--- src/rtl/dds_freq_ctrl.sv ---
// dds_freq_ctrl: debounced front-panel keys -> saturating 24-bit DDS frequency word with decade step and hold-to-repeat.
// Latency: K/k_valid update one edge after a press event or repeat tick; no backpressure, k_valid is a single-cycle pulse.
module dds_freq_ctrl #(
  parameter int DEBOUNCE_CYCLES = 1000000,
  parameter int REPEAT_DELAY    = 25000000,
  parameter int REPEAT_PERIOD   = 5000000,
  parameter int K_RESET         = 1000,
  parameter int K_MIN           = 1,
  parameter int K_MAX           = 166666
) (
  input  logic        clk,
  input  logic        rst_n,
  input  logic        key_up_n,
  input  logic        key_down_n,
  input  logic        key_step_n,
  output logic [23:0] K,
  output logic [2:0]  step_idx,
  output logic        k_valid
);

  localparam int DW   = $clog2(DEBOUNCE_CYCLES + 1);
  localparam int TMAX = (REPEAT_DELAY > REPEAT_PERIOD) ? REPEAT_DELAY : REPEAT_PERIOD;
  localparam int TW   = $clog2(TMAX + 1);

  typedef enum logic [1:0] {ST_IDLE, ST_HOLD, ST_REPEAT} state_t;

  // key bit order: [0] up, [1] down, [2] step
  logic [2:0]    keys_n;
  logic [2:0]    sync1, sync2, deb, deb_d, armed;
  logic [1:0]    primed;
  logic [DW-1:0] cnt [3];
  logic [2:0]    press;

  assign keys_n = {key_step_n, key_down_n, key_up_n};

  always_ff @(posedge clk or negedge rst_n) begin
    if (!rst_n) begin
      sync1  <= '1;
      sync2  <= '1;
      deb    <= '1;
      deb_d  <= '1;
      armed  <= '0;
      primed <= '0;
      for (int i = 0; i < 3; i++) cnt[i] <= '0;
    end else begin
      sync1  <= keys_n;
      sync2  <= sync1;
      deb_d  <= deb;
      primed <= {primed[0], 1'b1};
      for (int i = 0; i < 3; i++) begin
        if (sync2[i] == deb[i]) begin
          cnt[i] <= '0;
        end else if (cnt[i] == DW'(DEBOUNCE_CYCLES - 1)) begin
          deb[i] <= ~deb[i];
          cnt[i] <= '0;
        end else begin
          cnt[i] <= cnt[i] + DW'(1);
        end
        // A key must be seen released once the synchronizer holds real samples;
        // a key held through reset therefore cannot fire until released and re-pressed.
        if (primed[1] && sync2[i] && deb[i]) armed[i] <= 1'b1;
      end
    end
  end

  assign press = deb_d & ~deb & armed;

  function automatic logic [24:0] step_of(input logic [2:0] idx);
    case (idx)
      3'd0:    step_of = 25'd1;
      3'd1:    step_of = 25'd10;
      3'd2:    step_of = 25'd100;
      3'd3:    step_of = 25'd1000;
      3'd4:    step_of = 25'd10000;
      3'd5:    step_of = 25'd100000;
      default: step_of = 25'd1;
    endcase
  endfunction

  state_t        state_q, state_d;
  logic          dir_q, dir_d;
  logic [TW-1:0] timer_q, timer_d;
  logic          act, act_up, held_released;

  assign held_released = dir_q ? deb[0] : deb[1];

  always_comb begin
    state_d = state_q;
    dir_d   = dir_q;
    timer_d = timer_q;
    act     = 1'b0;
    act_up  = dir_q;
    case (state_q)
      ST_IDLE: begin
        // simultaneous up+down presses cancel each other
        if (press[0] ^ press[1]) begin
          act     = 1'b1;
          act_up  = press[0];
          dir_d   = press[0];
          timer_d = '0;
          state_d = ST_HOLD;
        end
      end
      ST_HOLD: begin
        if (held_released) begin
          state_d = ST_IDLE;
        end else if (timer_q == TW'(REPEAT_DELAY - 1)) begin
          act     = 1'b1;
          timer_d = '0;
          state_d = ST_REPEAT;
        end else begin
          timer_d = timer_q + TW'(1);
        end
      end
      ST_REPEAT: begin
        if (held_released) begin
          state_d = ST_IDLE;
        end else if (timer_q == TW'(REPEAT_PERIOD - 1)) begin
          act     = 1'b1;
          timer_d = '0;
        end else begin
          timer_d = timer_q + TW'(1);
        end
      end
      default: state_d = ST_IDLE;
    endcase
  end

  always_ff @(posedge clk or negedge rst_n) begin
    if (!rst_n) begin
      state_q <= ST_IDLE;
      dir_q   <= 1'b0;
      timer_q <= '0;
    end else begin
      state_q <= state_d;
      dir_q   <= dir_d;
      timer_q <= timer_d;
    end
  end

  logic [24:0] k_ext, step_v, k_sum, k_up, k_dn, k_next;

  always_comb begin
    k_ext  = {1'b0, K};
    step_v = step_of(step_idx);
    k_sum  = k_ext + step_v;
    k_up   = (k_sum > 25'(K_MAX)) ? 25'(K_MAX) : k_sum;
    k_dn   = (k_ext < step_v + 25'(K_MIN)) ? 25'(K_MIN) : k_ext - step_v;
    k_next = act_up ? k_up : k_dn;
  end

  always_ff @(posedge clk or negedge rst_n) begin
    if (!rst_n) begin
      K        <= 24'(K_RESET);
      step_idx <= '0;
      k_valid  <= 1'b0;
    end else begin
      if (act) begin
        K       <= k_next[23:0];
        k_valid <= (k_next != k_ext);
      end else begin
        k_valid <= 1'b0;
      end
      // the action above already used the old step_idx
      if (press[2]) step_idx <= (step_idx == 3'd5) ? 3'd0 : step_idx + 3'd1;
    end
  end

endmodule

--- config.mk ---
export PLATFORM = sky130hd
export DESIGN_NAME = dds_freq_ctrl
export DESIGN_NICKNAME = d
export VERILOG_FILES = /design/src/rtl/dds_freq_ctrl.sv
export SDC_FILE = /design/constraint.sdc
export NUM_CORES = 1
export LEC_CHECK = 0
export BUFFER_PORTS_ARGS = -buffer_cell sky130_fd_sc_hd__buf_2
export CAP_MARGIN = 20
export CELL_PAD_IN_SITES_DETAIL_PLACEMENT = 1
export CELL_PAD_IN_SITES_GLOBAL_PLACEMENT = 2
export CORE_ASPECT_RATIO = 2
export CORE_MARGIN = 4
export CORE_UTILIZATION = 42
export CTS_CLUSTER_SIZE = 40
export DETAILED_ROUTE_END_ITERATION = 8
export GPL_ROUTABILITY_DRIVEN = 0
export GPL_TIMING_DRIVEN = 0
export PLACE_DENSITY_LB_ADDON = 0.1
export SLEW_MARGIN = 10
export SYNTH_ARGS = -nofsm -noshare
export SYNTH_HDL_FRONTEND = slang
export SYNTH_SLANG_ARGS = --single-unit
--- constraint.sdc ---
create_clock -name clk -period 7.48 [get_ports clk]
set_input_delay 0.374 -clock clk [delete_from_list [all_inputs] [get_ports clk]]
set_output_delay 0.374 -clock clk [all_outputs]
set_load 0.005 [all_outputs]
==> metrics.cfg <==
[route]
vias=9420
antenna_left=0
drtPass1Iterations=5
wl_mm=34.64
wire_per_inst_um=22.61
drt-initial-drc-count=459
viasPerCell=6.149
drc=0

[sta]
fmax_mhz=159.5
timing.slew.headroom_pct=40.35
rsz0062_at_grt=false
finalCritPeriodShare_pct=83.84
hold_viol=0
period_minus_slack_ns=6.271
setup_tns_ns=0
tightest_slew_ns=0.8888
worst_slack_ns=1.209
setup_viol=0
fin_skew_ns=0.01175
maxSlewViolCount=0

[floorplan]
ios=33
dieArea_mm2=0.02612
die_h_um=224.6
dieWidth_um=116.3
start_util_pct=42.41
placementRows=79
core-area_mm2=0.02323

[setup_path]
crit_arrival_ns=6.62
r2r-end=k_valid$_DFF_PN0_
critical-path-max-stage-delay_ns=0.49
crit_path_start_kind=flip-flop
critPathKind=flip-flop to flip-flop
critPathSlowestCell=a222oi_1
path_cells=clkbuf_1 > inv_1 > nand3_1 > inv_1 > nor2_1 > inv_1 > nor3_1 > ha_1 > inv_1 > fa_1 > o21bai_1 > o2111ai_1 > a222oi_1 > nand2_1 > o211ai_1 > o2111ai_1 > o22ai_2 > nor2_2 > nor2_2 > o32ai_1 > and4b_1 > a31oi_1
path_common_cell=inv_1
worstSetupEndpointType=flip-flop
r2r-start=step_idx[0]$_DFFE_PN0P_
crit_fanout=8
r2r_slack_ns=1.21
critPathRequiredTime_ns=7.83
rr_worst_depth=22

[grt]
grt_pass1_vias=10241
track_usage_pct=27.48
grt_start_max_net_pins=80
gr-total-overflow=0
antenna_found_initial=0
grt_pass1_wl_mm=55.04

[finish]
stdcell_count=1532
final_cell_mix=149 x nor2_1, 115 x dfrtp_1, 97 x nand2_1
drive_gt1_share_pct=10.89
mostFrequentLayoutCell=nor2_1
post-route-util_pct=47.36
diodes=0
final_area_mm2=0.01100
nets=1292
synthToLayoutAreaGrowth_pct=11.66

[yosys]
yosys.cell_types.count=86
synth_edf_count=0
ys_seq_elements=133
async_flop_share_pct=100.0
syn-instance-count=1183
netlist_area_mm2=0.009852
syn_area_per_cell_um2=8.328
yosysSeqAreaShare_pct=34.01
ys_warn_count=0
ys.flop_type=dfrtp_1
synth_nets=1239

[clock_network]
post_cts_buffers=0
clk_latency_ns=0.43
clock_path_buffers=2
clkTransAtPathRegs_ns=0.06
cts_max_level=4
cts_resized=0
cts_sinks=133
cts_buffers=17
ctsHoldBuffers=1
cts_root_buf=clkbuf_16
cts_tree=yes

[placed_design]
dp_cells=1499
pre_cts_ws_ns=1.263
port_buffers=32
dp_hpwl_mm=27.41
placedInstanceArea_mm2=0.01040

[min_path]
whs_path_depth=1
hp-start=key_step_n
hold_class=input port to flip-flop
holdPathEnd=sync1[2]$_DFF_PN1_

[power_and_ir_drop]
power-per-cell-area_mw_per_mm2=146.5
peakVddDrop_v=0.0001713
p_leak_uw=0.004901

[job]
cap_viol_max_count=0

[outcome]
status=complete, no violations

## flip-flops by register name (all words and copies together) (netlist names)
register / cells
k_valid: 1
deb: 3
state_q: 2
K: 24
deb_d: 3
step_idx: 3
cnt: 60
armed: 3
dir_q: 1
timer_q: 25
sync1: 3
sync2: 3
primed: 2
## per-stage QoR
step | total power (µW) | hold slack, ns
floorplan | 755.5 | 0.07841
global placement | 776.3 | 0.3339
detailed placement | 779.9 | 0.3436
CTS | 1632 | 0.02216
global route | 1670 | 0.02123
finish | 1611 | 0.03889
## layer usage
metal | routed length, µm | share of wire [%] | GRT usage (%) | vias to the layer above
met5 | 0 | 0 | 0 | -
met4 | 2946 | 8.5 | 20.19 | 0
met3 | 743 | 2.1 | 3.527 | 119
met2 | 19310 | 56 | 51.78 | 171
met1 | 11640 | 34 | 25.94 | 4752
li1 | - | - | - | 4378
## kinds of logic after synthesis
family / share of synthesized area [%]
AO/OA/AOI/OAI: 21.03
XOR/XNOR: 7.112
adder cells (fa/ha/maj): 6.629
buffers and inverters: 3.569
flip-flops: 34.01
multiplexers: 1.422
other: 0.03806
AND/OR/NAND/NOR: 26.19
## worst max-delay path, delay by kind of cell, from the launching register on
| family | cells | cell delay (ns) |
|---|---|---|
| adder cells (fa/ha/maj) | 2 | 0.69 |
| flip-flops | 1 | 0.34 |
| AO/OA/AOI/OAI | 8 | 2.41 |
| buffers and inverters | 5 | 0.85 |
| AND/OR/NAND/NOR | 7 | 1.87 |
## worst max path at each step
stage | endpoint | startpoint | slack (ns) | depth (start not counted)
2_1_floorplan | k_valid$_DFF_PN0_ | step_idx[0]$_DFFE_PN0P_ | 2.78 | 20
3_3_place_gp | k_valid$_DFF_PN0_ | step_idx[0]$_DFFE_PN0P_ | 1.31 | 22
3_5_place_dp | k_valid$_DFF_PN0_ | step_idx[0]$_DFFE_PN0P_ | 1.26 | 22
4_1_cts | k_valid$_DFF_PN0_ | step_idx[0]$_DFFE_PN0P_ | 1.24 | 22
5_1_grt | k_valid$_DFF_PN0_ | step_idx[0]$_DFFE_PN0P_ | 0.73 | 22
6_report | k_valid$_DFF_PN0_ | step_idx[0]$_DFFE_PN0P_ | 1.21 | 22
## where the power goes
| part | internal (µW) | switching (µW) | leakage (µW) |
|---|---|---|---|
| combinational | 8.38 | 24.9 | 0.00284 |
| clock | 503 | 342 | 0.000277 |
| sequential | 727 | 5.08 | 0.00178 |
## synth_stat cells, types with 18 or more instances
master	n	area, µm²
nor2_1	149	559.3
dfrtp_1	115	2878
nand2_1	97	364.1
o21ai_0	75	375.4
a21oi_1	69	345.3
nand3_1	54	270.3
ha_1	49	613.1
inv_1	45	168.9
xnor2_1	44	385.4
clkbuf_1	36	135.1
xor2_1	36	315.3
nor3_1	32	160.2
and3_1	24	150.1
o31ai_1	21	157.7
nand2b_1	20	125.1
or3_1	20	125.1
dfstp_2	18	473.0
## area by class of cell
| type | instances | area [µm²] |
|---|---|---|
| fill | 2840 | 12230 |
| multi-input combinational | 960 | 6150 |
| sequential | 133 | 3351 |
| clock buffer | 19 | 442.9 |
| tap | 283 | 354.1 |
| timing repair buffer | 34 | 203.9 |
| buffer | 44 | 178.9 |
| inverter | 46 | 172.7 |
| clock inverter | 13 | 147.6 |
Note: power is estimated with default switching activity, not from simulation.
